<file path="config.mk">
export PLATFORM = sky130hd
export DESIGN_NAME = led_bargraph_meter
export DESIGN_NICKNAME = d
export VERILOG_FILES = /design/src/rtl/led_bargraph_meter.sv
export SDC_FILE = /design/constraint.sdc
export NUM_CORES = 1
export LEC_CHECK = 0
export ABC_AREA = 1
export BUFFER_PORTS_ARGS = -buffer_cell sky130_fd_sc_hd__buf_2
export CORE_MARGIN = 2
export CORE_UTILIZATION = 30
export DETAILED_ROUTE_END_ITERATION = 8
export SYNTH_ARGS = -nofsm -noshare
export SYNTH_HDL_FRONTEND = slang
export SYNTH_SLANG_ARGS = --single-unit
</file>
<file path="constraint.sdc">
create_clock -name clk -period 5.6 [get_ports clk]
set_input_delay 0.28 -clock clk [delete_from_list [all_inputs] [get_ports clk]]
set_output_delay 0.28 -clock clk [all_outputs]
set_load 0.05 [all_outputs]
</file>
<file path="src/rtl/led_bargraph_meter.sv">
// led_bargraph_meter
//   Bar-graph distance meter for the ultrasonic ranging path. Block-averages
//   2**AVG_LOG2 valid distance samples and drives an N_LEDS bar (closer = more
//   LEDs), with a peak-hold marker, a blinking proximity warning and a
//   stale-data blank-out.
// Ports
//   clk        system clock
//   rst_n      asynchronous active-low reset
//   distance   distance sample, cm (qualified by dist_valid)
//   dist_valid one-cycle strobe, distance valid this cycle
//   LEDR       LED drive, bit 0 = first LED lit
//   avg_dist   last completed average
//   level      LEDs lit by the bar, marker excluded
//   too_close  high while in the warning state
//   stale      high while no samples have arrived for TIMEOUT_CYC cycles
module led_bargraph_meter #(
  parameter int N_LEDS      = 18,
  parameter int DIST_W      = 12,
  parameter int STEP_CM     = 10,
  parameter int AVG_LOG2    = 2,
  parameter int CLOSE_CM    = 10,
  parameter int HOLD_CYC    = 25000000,
  parameter int BLINK_CYC   = 6250000,
  parameter int TIMEOUT_CYC = 50000000
) (
  input  logic                         clk,
  input  logic                         rst_n,
  input  logic [DIST_W-1:0]            distance,
  input  logic                         dist_valid,
  output logic [N_LEDS-1:0]            LEDR,
  output logic [DIST_W-1:0]            avg_dist,
  output logic [$clog2(N_LEDS+1)-1:0]  level,
  output logic                         too_close,
  output logic                         stale
);

  localparam int LVL_W  = $clog2(N_LEDS+1);
  localparam int ACC_W  = DIST_W + AVG_LOG2;
  localparam int CNT_W  = (AVG_LOG2 > 0) ? AVG_LOG2 : 1;
  localparam int IDLE_W = $clog2(TIMEOUT_CYC+1);
  localparam int HOLD_W = $clog2(HOLD_CYC+1);
  localparam int BLK_W  = $clog2(BLINK_CYC+1);

  typedef enum logic [1:0] {S_WAIT, S_SHOW, S_WARN, S_STALE} state_t;

  state_t             state, state_n;
  logic [ACC_W-1:0]   acc, acc_sum;
  logic [CNT_W-1:0]   cnt;
  logic               last, avg_vld, timeout_hit, avg_close;
  logic [IDLE_W-1:0]  idle_cnt;
  logic [DIST_W-1:0]  q;
  logic [LVL_W-1:0]   lvl_calc;
  logic [LVL_W-1:0]   level_n, peak_lvl, peak_n;
  logic [HOLD_W-1:0]  hold_cnt, hold_n;
  logic [BLK_W-1:0]   blink_cnt, blink_cnt_n;
  logic               blink_on, blink_on_n;
  logic [N_LEDS-1:0]  led_n;

  // ---------------- averaging ----------------
  assign acc_sum     = acc + ACC_W'(distance);
  assign last        = (cnt == CNT_W'((1 << AVG_LOG2) - 1));
  // a valid on the expiry cycle wins, so timeout needs an idle input
  assign timeout_hit = !dist_valid && (idle_cnt >= IDLE_W'(TIMEOUT_CYC-1));

  always_ff @(posedge clk or negedge rst_n) begin
    if (!rst_n) begin
      acc      <= '0;
      cnt      <= '0;
      avg_dist <= '0;
      avg_vld  <= 1'b0;
    end else begin
      avg_vld <= 1'b0;
      if (timeout_hit) begin
        acc <= '0;
        cnt <= '0;
      end else if (dist_valid) begin
        if (last) begin
          avg_dist <= DIST_W'(acc_sum >> AVG_LOG2);
          acc      <= '0;
          cnt      <= '0;
          avg_vld  <= 1'b1;
        end else begin
          acc <= acc_sum;
          cnt <= cnt + CNT_W'(1);
        end
      end
    end
  end

  // saturating idle counter
  always_ff @(posedge clk or negedge rst_n) begin
    if (!rst_n)                                   idle_cnt <= '0;
    else if (dist_valid)                          idle_cnt <= '0;
    else if (idle_cnt != IDLE_W'(TIMEOUT_CYC))    idle_cnt <= idle_cnt + IDLE_W'(1);
  end

  // ---------------- level from the average ----------------
  assign q         = avg_dist / DIST_W'(STEP_CM);
  assign lvl_calc  = (32'(q) >= N_LEDS) ? '0 : LVL_W'(N_LEDS - 32'(q));
  assign avg_close = (avg_dist < DIST_W'(CLOSE_CM));

  // ---------------- next state / outputs ----------------
  always_comb begin
    state_n     = state;
    level_n     = level;
    peak_n      = peak_lvl;
    hold_n      = hold_cnt;
    blink_cnt_n = blink_cnt;
    blink_on_n  = blink_on;
    led_n       = '0;

    if (avg_vld) level_n = lvl_calc;

    case (state)
      S_WAIT, S_SHOW: if (avg_vld) state_n = avg_close ? S_WARN : S_SHOW;
      S_WARN:         if (avg_vld && !avg_close) state_n = S_SHOW;
      S_STALE:        if (dist_valid) state_n = S_WAIT;
      default:        state_n = S_WAIT;
    endcase
    if (timeout_hit) state_n = S_STALE;

    // peak hold tracks the registered level; marker drops on the cycle the
    // timer would reach zero, giving HOLD_CYC cycles of marker
    if (state == S_SHOW) begin
      if (level >= peak_lvl) begin
        peak_n = level;
        hold_n = HOLD_W'(HOLD_CYC);
      end else if (hold_cnt <= HOLD_W'(1)) begin
        peak_n = level;
        hold_n = '0;
      end else begin
        hold_n = hold_cnt - HOLD_W'(1);
      end
    end
    if (timeout_hit) begin
      peak_n = '0;
      hold_n = '0;
    end

    // blink restarts in the ON phase on every entry into WARN
    if (state_n == S_WARN && state != S_WARN) begin
      blink_cnt_n = '0;
      blink_on_n  = 1'b1;
    end else if (state == S_WARN) begin
      if (blink_cnt == BLK_W'(BLINK_CYC-1)) begin
        blink_cnt_n = '0;
        blink_on_n  = !blink_on;
      end else begin
        blink_cnt_n = blink_cnt + BLK_W'(1);
      end
    end

    // LEDR is registered from the values being loaded this edge, so the bar
    // and marker line up with level/peak as seen after the edge
    case (state_n)
      S_SHOW: begin
        for (int i = 0; i < N_LEDS; i++) begin
          led_n[i] = (i < int'(level_n)) ||
                     ((peak_n > level_n) && (int'(peak_n) == i + 1));
        end
      end
      S_WARN:  led_n = {N_LEDS{blink_on_n}};
      default: led_n = '0;
    endcase
  end

  always_ff @(posedge clk or negedge rst_n) begin
    if (!rst_n) begin
      state     <= S_WAIT;
      level     <= '0;
      peak_lvl  <= '0;
      hold_cnt  <= '0;
      blink_cnt <= '0;
      blink_on  <= 1'b0;
      LEDR      <= '0;
    end else begin
      state     <= state_n;
      level     <= level_n;
      peak_lvl  <= peak_n;
      hold_cnt  <= hold_n;
      blink_cnt <= blink_cnt_n;
      blink_on  <= blink_on_n;
      LEDR      <= led_n;
    end
  end

  assign too_close = (state == S_WARN);
  assign stale     = (state == S_STALE);

endmodule
</file>
==> qor_table.md <==
| Quantity | Value |
|:---|:---|
| Headroom to the max-slew limit | 33.4% |
| First-pass detailed-route iteration total | 5 |
| Setup crit end kind | flip-flop |
| GRT overflow | 0 |
| Wire length of the first global-routing pass | 35800 microns |
| Final GP Congestion | 0.882 |
| Critical path startpoint category | flip-flop |
| Number of rows created at floorplan | 61 |
| Clk_lat worst skew | 440 ps |
| Min cycle time layout | 5490 ps |
| Slew at the pin with the worst max-slew slack | 993 ps |
| R2R Path Start | avg_dist[9]$_DFFE_PN0P_ |
| Vias per Instance | 4.88 |
| Largest delay contributor family on the critical path | simple AND/OR/NAND/NOR gates |
| Final Hold Fails | 0 |
| Estimated wirelength of the detail-placed design | 14900 microns |
| GRT Total Usage | 14.3% |
| Via count of the first global-routing pass | 7483 |
| Final Max Tran Viols | 0 |
| Final cell count without fillers | 1598 |
| Origin of the worst setup path | avg_dist[9]$_DFFE_PN0P_ |
| Nets | 1254 |
| Number of setup violations in the final report | 0 |
| Number of clock sinks | 134 |
| Cts bufs inserted | 17 |
| Number of nets produced by synthesis | 1170 |
| Seq cells post-synth | 134 |
| Placeable core area | 27900 sq um |
| Bufs on Longest Clock Path | 2 |
| Number of cells after detailed placement | 1541 |
| DRC violations left | 0 |
| Final period utilization | 98.1% |
| DIE AREA | 29900 sq um |
| Number of H-tree branching levels | 4 |
| TritonCTS clock tree | done |
| Antenna violations before repair | 0 |
| Share of cells above drive strength 1 | 19.8% |
| Setup repair after global routing missed its margin | true |
| Wire length after detailed routing | 21600 microns |
| Status | finished, final reports clean |
| Area contributors post-synth | sky130_fd_sc_hd__dfrtp_1 (39%), sky130_fd_sc_hd__nand2_1 (8.7%), sky130_fd_sc_hd__inv_1 (6.5%), sky130_fd_sc_hd__nor2_1 (5.1%), sky130_fd_sc_hd__nand3_1 (4.8%) |
| Mean instance size in the synthesized netlist | 7.62 sq um |
| Total of buffers placed on input and output ports | 51 |
| Largest net degree at the start of global routing | 88 |
| Critical-path top delay cell | sky130_fd_sc_hd__dfrtp_2 |
| Die outline width | 173 microns |
| Post-detailed-route count of antenna-violating nets | 0 |
| CP bufs+invs | 3 |
| Portion of synthesized cell area occupied by the leading cell type | 39.2% |
| Hold Crit Class | input port to flip-flop |
| Critical path data arrival time | 5840 ps |
| Clock Pin Slew Worst Setup and Hold Paths | 80 ps |
| Final sum of negative setup slack | 0 ps |
| Max-capacitance violation count | 0 |
| Crit-path max FO | 7 |
| Worst clock skew | 23.0 ps |
| Data required time at the worst endpoint | 5950 ps |
| Vias after detailed routing | 7801 |
| Cell at the root of the clock tree | sky130_fd_sc_hd__clkbuf_16 |
| Ports | 52 |
| Worst min-delay path startpoint | distance[0] |
| Number of distinct standard cells referenced by the synthesized netlist | 52 |
| Area added between synthesis and finish | 21.9% |
| Post-synthesis sequential area ratio | 39.2% |
| Cell area after synthesis | 8550 sq um |
| Number of fill cells in the layout | 2893 |
| Count of mapped cells out of synthesis | 1123 |
| Worst Setup Path Type | flip-flop to flip-flop |
| Effective utilization at floorplan | 30.6% |
| Most frequent cell on the critical path | sky130_fd_sc_hd__nand2_4 |
| Synthesis Warnings | 0 |
| Number of inserted diodes | 0 |
| Y dimension of the die | 173 microns |
| Per-cell routed wire length | 13.5 microns |
| Dominant cell type by area after synthesis | sky130_fd_sc_hd__dfrtp_1 |
| Maximum operating frequency | 0.182 GHz |
| Delay contributed by the slowest stage of the critical path | 470 ps |
| Violation count after the first detailed-route iteration | 498 |
## logic make-up (layout without fill, tap and decap cells)
| logic type | Yosys count | in the layout | share of synthesized area (%) |
|---|---|---|---|
| and+or+nand+nor | 534 | 537 | 30.0 |
| AOI/OAI and AO/OA | 199 | 199 | 13.7 |
| buffers and inverters | 188 | 282 | 8.59 |
| DFF | 134 | 134 | 39.2 |
| xor gates and xnor gates | 33 | 33 | 3.38 |
| adders and majority gates | 32 | 32 | 4.77 |
| muxes | 3 | 3 | 0.351 |
## per-stage QoR
step | utilization (%) | hold slack, ps | area (sq um) | worst slack, ps
2_1_floorplan | - | -15.6 | 8550 | 114
3_3_place_gp | 33.2 | 422 | 9270 | 8.28
3_5_place_dp | 33.2 | 418 | 9270 | -196
4_1_cts | 35.8 | 232 | 10000 | 2.68
5_1_grt | 37.3 | 275 | 10400 | -228
6_report | 37.3 | 232 | 10400 | 109
## registers in the layout (all words and copies together), names as in the netlist
name,count
level,5
avg_vld,1
state,2
blink_on,1
cnt,2
avg_dist,12
LEDR,18
blink_cnt,23
idle_cnt,26
acc,14
hold_cnt,25
peak_lvl,5
## routing by layer
metal	vias to the layer above	GRT usage (%)	part of all wire, %
li1	3918	-	-
met1	3693	18.2	46
met2	151	23.6	48
met3	39	3.39	4.1
met4	0	4.98	2.3
met5	-	0	0
## cell usage in the layout (no fill, tap or decap), drive strengths merged, types with 7 or more instances in the layout
| cell | instances |
|---|---|
| a21oi | 74 |
| ha | 31 |
| xor2 | 26 |
| inv | 171 |
| o22ai | 12 |
| xnor2 | 7 |
| nor4 | 17 |
| nand4 | 20 |
| clkbuf | 17 |
| nor2 | 117 |
| o21ai | 69 |
| buf | 86 |
| dfrtp | 134 |
| a221oi | 11 |
| nand3 | 106 |
| nand2 | 233 |
| nor3 | 37 |
## layout make-up
type,instances,area [sq um],area share (%)
Multi-Input combinational cell,804,4840,46.4
Sequential cell,134,3360,32.2
Inverter,163,619,5.94
Timing Repair Buffer,87,538,5.16
Tap cell,378,473,4.54
Clock buffer,17,425,4.08
Clock inverter,15,175,1.68
## synth_stat cells (all sizes together)
cell type    n
nor4        17
a21boi       1
mux2i        3
a311o        1
inv        161
a21o         1
nor2       117
nand4       20
o211ai       2
o31ai        2
a22oi        1
nand3b       1
nand3      103
xnor2        7
o32ai        5
or2          2
dfrtp      134
nand2      233
o22ai       12
fa           1
ha          31
nor3b        2
a211oi       1
and3         2
clkbuf      20
o41ai        2
o2111ai      1
a31oi        5
o21ai       69
o21a         5
a221oi      11
nor3        37
clkinv       2
buf          5
o21bai       6
xor2        26
a21oi       74
## repair_timing
item / in CTS / in global routing
setup endpoints to repair: 18 / 18
hold buffers: 1 / 0
gates cloned: 3 / 0
pin swaps: 4 / 31
buffers inserted: 2 / 19
resized for setup: 16 / 61
endpoints found under the hold margin: 86 / 0
## final timing paths
kind                                            end  slack, ps  cells after the start
max in group asynchronous  idle_cnt[25]$_DFFE_PN0P_       3920                      3
hold / removal                   acc[0]$_DFFE_PN0P_        230                      4
setup reg to reg                  LEDR[6]$_DFF_PN0_        110                     48
hold reg to reg                  cnt[0]$_DFFE_PN0P_        480                      1
min in group asynchronous  blink_cnt[8]$_DFFE_PN0P_        500                      2
setup / recovery                  LEDR[6]$_DFF_PN0_        110                     48
## worst min-delay path: stages
cell,delay (ps)
sky130_fd_sc_hd__buf_2,80
sky130_fd_sc_hd__ha_1,120
sky130_fd_sc_hd__inv_1,30
sky130_fd_sc_hd__o21ai_0,140
Power is not shown: default switching activity piles up to over one toggle a cycle in this logic, so the estimate is an artifact.
